**config.mk**
```make
export PLATFORM = sky130hd
export DESIGN_NAME = dff_pipe
export DESIGN_NICKNAME = d
export VERILOG_FILES = /design/src/rtl/dff_pipe.sv
export SDC_FILE = /design/constraint.sdc
export NUM_CORES = 1
export LEC_CHECK = 0
export ABC_AREA = 1
export CAP_MARGIN = 20
export CELL_PAD_IN_SITES_DETAIL_PLACEMENT = 1
export CELL_PAD_IN_SITES_GLOBAL_PLACEMENT = 1
export CORE_ASPECT_RATIO = 0.8
export CORE_MARGIN = 5
export CORE_UTILIZATION = 40
export DETAILED_ROUTE_END_ITERATION = 10
export PLACE_DENSITY = 0.8
export SLEW_MARGIN = 0
export SYNTH_ARGS = -nofsm -noshare
export SYNTH_HDL_FRONTEND = slang
export SYNTH_SLANG_ARGS = --single-unit
export TNS_END_PERCENT = 30
```
**constraint.sdc**
```tcl
create_clock -name clk -period 2.5 [get_ports clk]
set_input_delay 0.375 -clock clk [delete_from_list [all_inputs] [get_ports clk]]
set_output_delay 0.375 -clock clk [all_outputs]
set_load 0.03 [all_outputs]
```
**src/rtl/dff_pipe.sv**
```systemverilog
// DEPTH-stage, WIDTH-bit register pipeline with per-stage valid bits, valid/ready
// backpressure, bubble collapse, synchronous flush and a registered occupancy count.
module dff_pipe #(
    parameter int               WIDTH     = 8,
    parameter int               DEPTH     = 4,
    parameter logic [WIDTH-1:0] RESET_VAL = '0
) (
    input  logic                       clk,
    input  logic                       rst_n,
    input  logic                       flush,
    input  logic                       in_valid,
    output logic                       in_ready,
    input  logic [WIDTH-1:0]           in_data,
    output logic                       out_valid,
    input  logic                       out_ready,
    output logic [WIDTH-1:0]           out_data,
    output logic [$clog2(DEPTH+1)-1:0] occupancy
);

    localparam int               OCC_W   = $clog2(DEPTH+1);
    localparam logic [OCC_W-1:0] OCC_ONE = OCC_W'(1);

    logic [DEPTH-1:0]             vld_q, vld_d;
    logic [DEPTH-1:0][WIDTH-1:0]  data_q, data_d;
    logic [OCC_W-1:0]             occ_q, occ_d;
    logic [DEPTH-1:0]             adv;
    logic [DEPTH-1:0]             src_vld;
    logic [DEPTH-1:0][WIDTH-1:0]  src_data;
    logic                         in_xfer, out_xfer;

    // Advance chain, walked from the output end; a running bit avoids a
    // vector that depends on its own neighbouring bits.
    always_comb begin
        logic go;
        adv = '0;
        go  = !vld_q[DEPTH-1] || out_ready;
        adv[DEPTH-1] = go;
        for (int i = DEPTH - 2; i >= 0; i--) begin
            go     = !vld_q[i] || (vld_q[i+1] ? go : 1'b1);
            adv[i] = go;
        end
    end

    always_comb begin
        src_vld     = '0;
        src_data    = '0;
        src_vld[0]  = in_valid;
        src_data[0] = in_data;
        for (int i = 1; i < DEPTH; i++) begin
            src_vld[i]  = vld_q[i-1];
            src_data[i] = data_q[i-1];
        end
    end

    assign in_ready  = adv[0] && !flush;
    assign in_xfer   = in_valid && in_ready;
    assign out_valid = vld_q[DEPTH-1];
    assign out_data  = data_q[DEPTH-1];
    assign out_xfer  = out_valid && out_ready;
    assign occupancy = occ_q;

    // Data only loads behind a valid item; flush drops valids but keeps data.
    always_comb begin
        vld_d  = vld_q;
        data_d = data_q;
        for (int i = 0; i < DEPTH; i++) begin
            if (flush) begin
                vld_d[i] = 1'b0;
            end else if (adv[i]) begin
                vld_d[i] = src_vld[i];
                if (src_vld[i]) begin
                    data_d[i] = src_data[i];
                end
            end
        end
    end

    always_comb begin
        occ_d = occ_q;
        if (flush) begin
            occ_d = '0;
        end else if (in_xfer && !out_xfer) begin
            occ_d = occ_q + OCC_ONE;
        end else if (!in_xfer && out_xfer) begin
            occ_d = occ_q - OCC_ONE;
        end
    end

    always_ff @(posedge clk or negedge rst_n) begin
        if (!rst_n) begin
            vld_q  <= '0;
            data_q <= {DEPTH{RESET_VAL}};
            occ_q  <= '0;
        end else begin
            vld_q  <= vld_d;
            data_q <= data_d;
            occ_q  <= occ_d;
        end
    end

endmodule

```
==> metrics, run 1 <==
drt first-iter violations 48; worst path arrival time 1.94 ns; final routed wire length divided by cell count 13.2 µm; buffer depth of the longest clock path 2; clock tree from TritonCTS built; die area 5630 µm²; GRT Residual Overflow 0; Max Fclk 433 MHz; Setup crit start kind primary input; total via count after detailed routing 1179; pin count of the biggest net entering global routing 40; critical path start-end classification in2out; clock tree skew after final layout 0.00783 ns; antenna violations before repair 0; Layout Nets 208; clk slew on worst S/H paths 0.08 ns; CP Capture Type output pin; via density per instance 4.68; I/O Buffers 25; final hold slack 0.193 ns; fraction of power spent switching nets 0.280; worst slack at placement -0.0317 ns; synthesis-to-finish area growth 20.7%; RSZ-0062 raised after global routing no; Leakage Power 0.980 nW; list of most frequent post-synthesis cells 39 x dfrtp_1, 24 x inv_1, 22 x nand2_1; result of the run finished, final reports clean; Async S/R FF share, synth 1.00; HPWL after DPL 2450 µm; Int Power 0.00131 W; Post-Place Cell Area 1910 µm²; clock network latency to the later pin of the worst-skew pair 0.29 ns; mean instance size in the synthesized netlist 9.71 µm²; Worst Max-Slew Pin Slew 0.834 ns; total of hold buffers inserted after clock tree synthesis 0; number of maximum-capacitance violations 0; part of the power in the clock network 0.334; clock net sink count 39; vias in the first global route 1232; Max Slew Vio Count 0; Die Span X 82.7 µm; Final Routed Wirelength 3330 µm; source of the critical timing path out_ready; required time of the critical path 2.12 ns; power density cells 893 nW/µm²; number of core rows 21; EDFF count, synth 0; effective utilization at floorplan 0.409; GP Congestion 0.716; number of H-tree levels 2; Flop pwr share 0.443; residual DRC count 0; area of all sequential standard cells 976 µm²; Ports 26; Logic pwr share 0.223; first-pass GRT wire length 5550 µm; maximum resistive drop on vdd 0.000351 V; Post-Synthesis Cell Area 1690 µm²; # placed instances 244; Routed Antenna Nets 0; postcts setup bufs 0; final worst-path cycle share 0.924; Overall Global Routing Usage 0.132; number of warnings reported in the yosys synthesis log 0; post-synth top area share 0.578; # setup viols final 0; final core utilization 0.494; total area of multi-input combinational cells 513 µm²; final critical-path setup slack 0.189 ns; post-route minimum period 2.31 ns; Post-Syn Instances 174; most instantiated flip-flop cell in the synthesis netlist dfrtp_1; final standard cell area without fillers 2040 µm²; number of instances resized during post-cts repair 0; cell type contributing the most total cell area after synthesis dfrtp_1; number of diodes added for antenna fixing 0; final non-filler cell total 252; number of synthesized register bits 39; Net Sw Power 0.000509 W; fraction of final layout cells sized beyond drive strength 1 0.123; Die Y 68.1 µm; CORE AREA 4130 µm²; buffer type at the clock tree root clkbuf_8; register area share after synthesis 0.578; total CTS buffers 5; hold violation count in the final report 0; syn nets 188; most used standard cell by instance count after synthesis dfrtp_1; top area cells in the synthesized netlist dfrtp_1 58%, a21oi_1 5.3%, inv_1 5.3%; Max Fanout on Critical Path 3; count of distinct cell types in the synthesized netlist 24; worst max-slew margin expressed relative to the limit 0.444; count of fill cells added during filler insertion 471; total iterations of the first detailed-routing run 4; type of the tightest min-delay check in2async; startpoint of the worst register-to-register path vld_q[3]$_DFFE_PN0P_
[final timing paths]
| kind | to | slack [ns] | depth (start not counted) |
|---|---|---|---|
| setup / recovery | in_ready | 0.19 | 6 |
| hold / removal | data_q[10]$_DFFE_PN0P_ | 0.19 | 1 |
| setup reg to reg | occupancy[2]$_DFFE_PN0P_ | 0.39 | 12 |
| hold reg to reg | out_data[6]$_DFFE_PN0P_ | 0.49 | 2 |
| max in group asynchronous | data_q[5]$_DFFE_PN0P_ | 1.79 | 1 |
| min in group clk | out_data[6]$_DFFE_PN0P_ | 0.49 | 2 |
[cells by family (layout without fill, tap and decap cells)]
group / after synthesis / in the layout / synth area share
DFF: 39 / 39 / 0.578
buffers and inverters: 39 / 60 / 0.119
xor gates and xnor gates: 1 / 1 / 0.00519
adders and majority gates: 1 / 1 / 0.0119
and+or+nand+nor: 55 / 55 / 0.168
AOI/OAI and AO/OA: 39 / 39 / 0.119
[layout make-up]
class | count | area share
clock buffer | 6 | 0.0356
clock inverter | 2 | 0.0294
inverter | 27 | 0.0497
multi-input combinational | 96 | 0.252
sequential | 39 | 0.479
tap | 57 | 0.0350
timing repair buffer | 25 | 0.120
[metrics by stage]
| stage | total power [W] | TNS, ns |
|---|---|---|
| final | 0.00182 | 0 |
| after detailed placement | 0.00123 | -0.0317 |
| after global placement | 0.00120 | 0 |
| after global routing | 0.00192 | 0 |
| after floorplan | 0.00111 | 0 |
| after CTS | 0.00184 | 0 |
[critical path: stages]
cell and delay [ns]:
clkdlybuf4s50_1 0.45, nor2_2 0.19, inv_2 0.09, nor2_4 0.13, a31oi_1 0.09, clkdlybuf4s50_1 0.60
[flip-flops by register name, summed over array words and instances (netlist names)]
name,count
occupancy,3
data_q,24
vld_q,4
out_data,8
[power groups by stage]
stage          Clock, W  Sequential [W]  Combinational [W]
2_1_floorplan         0        0.000818           0.000291
3_3_place_gp          0        0.000810           0.000388
3_5_place_dp          0        0.000820           0.000410
4_1_cts        0.000622        0.000809           0.000414
5_1_grt        0.000650        0.000821           0.000448
6_report       0.000609        0.000806           0.000406
[layer usage]
layer | wire length (µm) | up-vias | part of all wire | track usage
met5 | 0 | - | 0 | 0
met4 | 27 | 0 | 0.0081 | 0.0429
met3 | 138 | 5 | 0.041 | 0.0368
met2 | 1630 | 20 | 0.49 | 0.236
met1 | 1530 | 574 | 0.46 | 0.152
li1 | - | 580 | - | -
[cells in the final DEF, fill, tap and decap left out, drive strengths merged, types with 3 or more instances in the layout]
cell type and count:
dfrtp 39, nand4 3, clkdlybuf4s50 24, clkbuf 6, inv 27, nand3 7, nand2 25, o21ai 20
a21oi 18, nor2 20
(Power assumes the default switching activity.)
==> run 2, diff against run 1 <==
--- a/config.mk
+++ b/config.mk
@@ -9,7 +9,7 @@
 export CAP_MARGIN = 20
 export CELL_PAD_IN_SITES_DETAIL_PLACEMENT = 1
 export CELL_PAD_IN_SITES_GLOBAL_PLACEMENT = 1
-export CORE_ASPECT_RATIO = 0.8
+export CORE_ASPECT_RATIO = 1.25
 export CORE_MARGIN = 5
 export CORE_UTILIZATION = 40
 export DETAILED_ROUTE_END_ITERATION = 10
==> run 2 against run 1 <==
Against the previous run:
- fmax up 1.6%
- global-route usage up 0.65 points
- non-clock buffer count unchanged
- sequential share of layout area up 1.1 points
- clock-buffer cell count unchanged
- die area unchanged
- clock power down 31%
- final area down 2.3%
- critical path depth unchanged
- register-to-register slack about the same
- wire length down 2.9%
- critical path type unchanged
==> metrics, run 2 (synthesized netlist as in run 1, its figures left out) <==
startpoint of the worst register-to-register path vld_q[3]$_DFFE_PN0P_ (unchanged); destination of the worst register-to-register timing path occupancy[2]$_DFFE_PN0P_ (unchanged); synthesis-to-finish area growth 18.0% (was 20.7%); Worst Max-Slew Pin Slew 0.845 ns (was 0.834 ns); result of the run finished, final reports clean (unchanged); Total Power 0.00162 W (was 0.00182 W); CORE AREA 4100 µm² (was 4130 µm²); total area of multi-input combinational cells 513 µm² (unchanged); vias in the first global route 1259 (was 1232); clock tree from TritonCTS built (unchanged); Max Fclk 440 MHz (was 433 MHz); CP Capture Type output pin (unchanged); count of fill cells added during filler insertion 497 (was 471); via density per instance 4.76 (was 4.68); maximum resistive drop on vdd 0.000334 V (was 0.000351 V); total of hold buffers inserted after clock tree synthesis 0 (unchanged); number of maximum-capacitance violations 0 (unchanged); antenna violations before repair 0 (unchanged); Max Slew Vio Count 0 (unchanged); clock net sink count 39 (unchanged); source of the critical timing path out_ready (unchanged); total iterations of the first detailed-routing run 4 (unchanged); residual DRC count 0 (unchanged); worst max-slew margin expressed relative to the limit 0.436 (was 0.444); Final Routed Wirelength 3240 µm (was 3330 µm); endpoint of the most critical setup path in_ready (unchanged); Leakage Power 0.961 nW (was 0.980 nW); fraction of final layout cells sized beyond drive strength 1 0.124 (was 0.123); clock tree skew after final layout 0.00360 ns (was 0.00783 ns); Routed Antenna Nets 0 (unchanged); worst path arrival time 1.90 ns (was 1.94 ns); number of H-tree levels 2 (unchanged); GP Congestion 0.753 (was 0.716); cell count of the worst reg-to-reg path 12 (unchanged); top library cells by usage in the layout, fill and taps aside 39 x dfrtp_1, 24 x inv_1, 24 x clkdlybuf4s50_1 (unchanged); worst-case register-to-register setup slack 0.40 ns (was 0.39 ns); register containing the most flip-flops in the final layout data_q (unchanged); GRT Residual Overflow 0 (unchanged); total CTS buffers 5 (unchanged); clk slew on worst S/H paths 0.07 ns (was 0.08 ns); RSZ-0062 raised after global routing no (unchanged); final worst-path cycle share 0.910 (was 0.924); power density cells 815 nW/µm² (was 893 nW/µm²); Layout Nets 208 (unchanged); pin count of the biggest net entering global routing 40 (unchanged); Die Span X 68.1 µm (was 82.7 µm); Ports 26 (unchanged); area of all sequential standard cells 976 µm² (unchanged); total via count after detailed routing 1190 (was 1179); first-pass GRT wire length 5690 µm (was 5550 µm); type of the tightest min-delay check in2async (unchanged); critical path start-end classification in2out (unchanged); die area 5630 µm² (unchanged); number of core rows 26 (was 21); effective utilization at floorplan 0.412 (was 0.409); # setup viols final 0 (unchanged); most common library cell in the layout ignoring fill and taps dfrtp_1 (unchanged); number of instances resized during post-cts repair 0 (unchanged); postcts setup bufs 0 (unchanged); Setup crit start kind primary input (unchanged); number of diodes added for antenna fixing 0 (unchanged); final critical-path setup slack 0.226 ns (was 0.189 ns); Max Fanout on Critical Path 3 (unchanged); hold violation count in the final report 0 (unchanged); flip-flop count of the largest register, all copies and words added 24 (unchanged); buffer depth of the longest clock path 2 (unchanged); drt first-iter violations 47 (was 48); buffer type at the clock tree root clkbuf_8 (unchanged); worst slack at placement -0.00530 ns (was -0.0317 ns); Overall Global Routing Usage 0.138 (was 0.132); required time of the critical path 2.12 ns (about the same); Die Y 82.7 µm (was 68.1 µm); clock network latency to the later pin of the worst-skew pair 0.28 ns (was 0.29 ns); HPWL after DPL 2420 µm (was 2450 µm); I/O Buffers 25 (unchanged); post-route minimum period 2.27 ns (was 2.31 ns); final routed wire length divided by cell count 12.9 µm (was 13.2 µm)
==> run 2: changes by cell type in the layout (fill, tap and decap cells not counted), sizes merged <==
cell	delta
bufinv	-2
clkinv	+1
==> run 2: worst max-delay path: stages <==
cell             delay (ns)
clkdlybuf4s50_1        0.50
nor2_2                 0.07
inv_2                  0.09
nor2_4                 0.05
a31oi_1                0.12
clkdlybuf4s50_1        0.69
==> run 2: metrics by stage <==
| step | instances | hold slack (ns) | setup TNS (ns) | util | instance area [µm²] |
|---|---|---|---|---|---|
| detailed placement | 243 | 0.473 | -0.00530 | 0.465 | 1910 |
| global placement | 243 | 0.466 | 0 | 0.465 | 1910 |
| finish | 250 | 0.194 | 0 | 0.486 | 1990 |
| global route | 250 | 0.266 | 0 | 0.486 | 1990 |
| CTS | 250 | 0.222 | 0 | 0.486 | 1990 |
| floorplan | 174 | 0.0794 | 0 | - | 1690 |
==> run 2: how the worst min path moves through the flow <==
stage                     cells after the start                 endpoint  slack (ns)
after floorplan                               0    data_q[0]$_DFFE_PN0P_        0.08
after global placement                        2  out_data[7]$_DFFE_PN0P_        0.47
after detailed placement                      2  out_data[7]$_DFFE_PN0P_        0.47
after CTS                                     1   data_q[17]$_DFFE_PN0P_        0.22
after global routing                          1  out_data[3]$_DFFE_PN0P_        0.27
final                                         1  out_data[3]$_DFFE_PN0P_        0.19
==> run 2: per-layer routing <==
| metal | global-route usage | vias up | wire length, µm |
|---|---|---|---|
| li1 | - | 580 | - |
| met1 | 0.155 | 574 | 1370 |
| met2 | 0.224 | 25 | 1600 |
| met3 | 0.0501 | 11 | 152 |
| met4 | 0.0795 | 0 | 108 |
| met5 | 0 | - | 0 |
==> run 2: cell type report <==
| cell class | count | share of cell area |
|---|---|---|
| Sequential cell | 39 | 0.490 |
| Clock buffer | 6 | 0.0414 |
| Timing Repair Buffer | 25 | 0.123 |
| Clock inverter | 1 | 0.00251 |
| Multi-Input combinational cell | 96 | 0.257 |
| Inverter | 27 | 0.0508 |
| Tap cell | 56 | 0.0352 |
==> run 2: power breakdown <==
part	leakage (nW)	total (W)	internal [W]	switching [W]
clock network	0.0470	0.000418	0.000216	0.000202
logic	0.450	0.000402	0.000163	0.000239
registers	0.464	0.000804	0.000751	0.0000528
==> run 3, diff against run 2 <==
--- a/config.mk
+++ b/config.mk
@@ -11,9 +11,10 @@
 export CELL_PAD_IN_SITES_GLOBAL_PLACEMENT = 1
 export CORE_ASPECT_RATIO = 1.25
 export CORE_MARGIN = 5
-export CORE_UTILIZATION = 40
+export CORE_UTILIZATION = 42
+export CTS_BUF_LIST = sky130_fd_sc_hd__clkbuf_8
 export DETAILED_ROUTE_END_ITERATION = 10
-export PLACE_DENSITY = 0.8
+export PLACE_DENSITY = 0.84
 export SLEW_MARGIN = 0
 export SYNTH_ARGS = -nofsm -noshare
 export SYNTH_HDL_FRONTEND = slang
==> run 3 against run 2 <==
Against the previous run:
- clock-buffer cell count fell by 1
- sequential share of layout area rose by 0.22 points
- utilization rose by 3.0 points
- largest power group unchanged
- die area fell by 4.1%
==> metrics, run 3 (synthesized netlist as in run 1, its figures left out) <==
clock net sink count 39 (unchanged); worst path arrival time 1.92 ns (was 1.90 ns); power density cells 811 nW/µm² (was 815 nW/µm²); Max Slew Vio Count 0 (unchanged); final worst-path cycle share 0.917 (was 0.910); critical path start-end classification in2out (unchanged); number of maximum-capacitance violations 0 (unchanged); Final Routed Wirelength 3390 µm (was 3240 µm); flip-flop count of the largest register, all copies and words added 24 (unchanged); clock tree from TritonCTS built (unchanged); first-pass GRT wire length 5730 µm (was 5690 µm); maximum resistive drop on vdd 0.000411 V (was 0.000334 V); total of hold buffers inserted after clock tree synthesis 0 (unchanged); # placed instances 241 (was 243); clk slew on worst S/H paths 0.07 ns (about the same); effective utilization at floorplan 0.439 (was 0.412); postcts setup bufs 0 (unchanged); Ports 26 (unchanged); drt first-iter violations 29 (was 47); die area 5400 µm² (was 5630 µm²); clock tree skew after final layout 0.00887 ns (was 0.00360 ns); synthesis-to-finish area growth 17.5% (was 18.0%); CORE AREA 3850 µm² (was 4100 µm²); number of diodes added for antenna fixing 0 (unchanged); pin count of the biggest net entering global routing 40 (unchanged); fraction of final layout cells sized beyond drive strength 1 0.118 (was 0.124); via density per instance 4.78 (was 4.76); clock network latency to the later pin of the worst-skew pair 0.29 ns (was 0.28 ns); CP Capture Type output pin (unchanged); top library cells by usage in the layout, fill and taps aside 39 x dfrtp_1, 26 x inv_1, 24 x clkdlybuf4s50_1 (was 39 x dfrtp_1, 24 x inv_1, 24 x clkdlybuf4s50_1); result of the run finished, final reports clean (unchanged); Leakage Power 0.965 nW (was 0.961 nW); required time of the critical path 2.12 ns (about the same); Overall Global Routing Usage 0.142 (was 0.138); Worst Max-Slew Pin Slew 0.841 ns (was 0.845 ns); worst slack at placement -0.00303 ns (was -0.00530 ns); hold violation count in the final report 0 (unchanged); cell count of the worst reg-to-reg path 12 (unchanged); Layout Nets 208 (unchanged); worst max-slew margin expressed relative to the limit 0.439 (was 0.436); Post-Place Cell Area 1900 µm² (was 1910 µm²); total via count after detailed routing 1189 (was 1190); GP Congestion 0.816 (was 0.753); delay of the slowest critical-path stage 0.69 ns (about the same); RSZ-0062 raised after global routing no (unchanged); Die Y 80.9 µm (was 82.7 µm); most common library cell in the layout ignoring fill and taps dfrtp_1 (unchanged); post-route minimum period 2.29 ns (was 2.27 ns); slowest stage cell, crit path clkdlybuf4s50_1 (unchanged); final non-filler cell total 249 (was 250); HPWL after DPL 2460 µm (was 2420 µm); Setup crit start kind primary input (unchanged); Routed Antenna Nets 0 (unchanged); type of the tightest min-delay check in2async (unchanged); residual DRC count 0 (unchanged); # setup viols final 0 (unchanged); cell repeated most along the worst path clkdlybuf4s50_1 (unchanged); Max Fclk 436 MHz (was 440 MHz); total iterations of the first detailed-routing run 4 (unchanged); Die Span X 66.7 µm (was 68.1 µm); number of instances resized during post-cts repair 0 (unchanged); register containing the most flip-flops in the final layout data_q (unchanged); buffer type at the clock tree root clkbuf_8 (unchanged); final standard cell area without fillers 1980 µm² (was 1990 µm²); GRT Residual Overflow 0 (unchanged); cells along the critical path clkdlybuf4s50_1 -> nor2_2 -> inv_2 -> nor2_4 -> a31oi_1 -> clkdlybuf4s50_1 (unchanged); number of core rows 25 (was 26); buffer depth of the longest clock path 2 (unchanged); antenna violations before repair 0 (unchanged); I/O Buffers 25 (unchanged); final critical-path setup slack 0.206 ns (was 0.226 ns); Max Fanout on Critical Path 3 (unchanged); final routed wire length divided by cell count 13.6 µm (was 12.9 µm); total CTS buffers 5 (unchanged); Total Power 0.00161 W (was 0.00162 W); number of H-tree levels 2 (unchanged); vias in the first global route 1296 (was 1259)
[run 3: cell types whose count changed in the layout (fill, tap and decap cells not counted), sizes merged]
cell	before	now
inv	27	29
clkbuf	6	5
[run 3: routing by layer]
metal  track usage  up-vias  share of wire  wire (µm)
met3        0.0443        9          0.045        154
met2         0.252       24           0.54       1850
li1              -      577              -          -
met5             0        -              0          0
met4        0.0793        0          0.026         87
met1         0.146      579           0.38       1300
[run 3: area by class of cell]
cell class              instances  area, µm²
clock inverters                 3       12.5
clock buffers                   5       68.8
multi-input cells              96        513
flip-flops and latches         39        976
repair buffers                 25        245
fillers                       446       1860
well taps                      54       67.6
inverters                      27        101
[run 3: path summary, 6_finish.rpt]
kind                                    startpoint                  endpoint  slack, ns
min                                          rst_n      vld_q[1]$_DFFE_PN0P_       0.19
max reg2reg                   vld_q[3]$_DFFE_PN0P_  occupancy[2]$_DFFE_PN0P_       0.41
min in group clk           out_data[7]$_DFFE_PN0P_   out_data[7]$_DFFE_PN0P_       0.48
min reg2reg                out_data[7]$_DFFE_PN0P_   out_data[7]$_DFFE_PN0P_       0.48
max in group asynchronous                    rst_n   out_data[4]$_DFFE_PN0P_       1.78
max                                      out_ready                  in_ready       0.21
[run 3: through the flow]
step	hold WS (ns)	utilization	setup TNS (ns)
6_report	0.189	0.516	0
5_1_grt	0.256	0.516	0
4_1_cts	0.208	0.516	0
3_5_place_dp	0.472	0.495	-0.00303
3_3_place_gp	0.465	0.495	0
2_1_floorplan	0.0794	-	0
[run 3: worst max-delay path, delay by kind of cell]
kind                   cells  cell delay [ns]
AOI/OAI and AO/OA          1             0.14
buffers and inverters      3             1.27
and+or+nand+nor            2             0.12
[run 3: where the power goes]
part           leakage [nW]  total, W  switching [W]  internal [W]
combinational         0.450  0.000404       0.000241      0.000163
clock                0.0505  0.000399       0.000212      0.000188
sequential            0.464  0.000807      0.0000557      0.000751
total                 0.965   0.00161       0.000508       0.00110
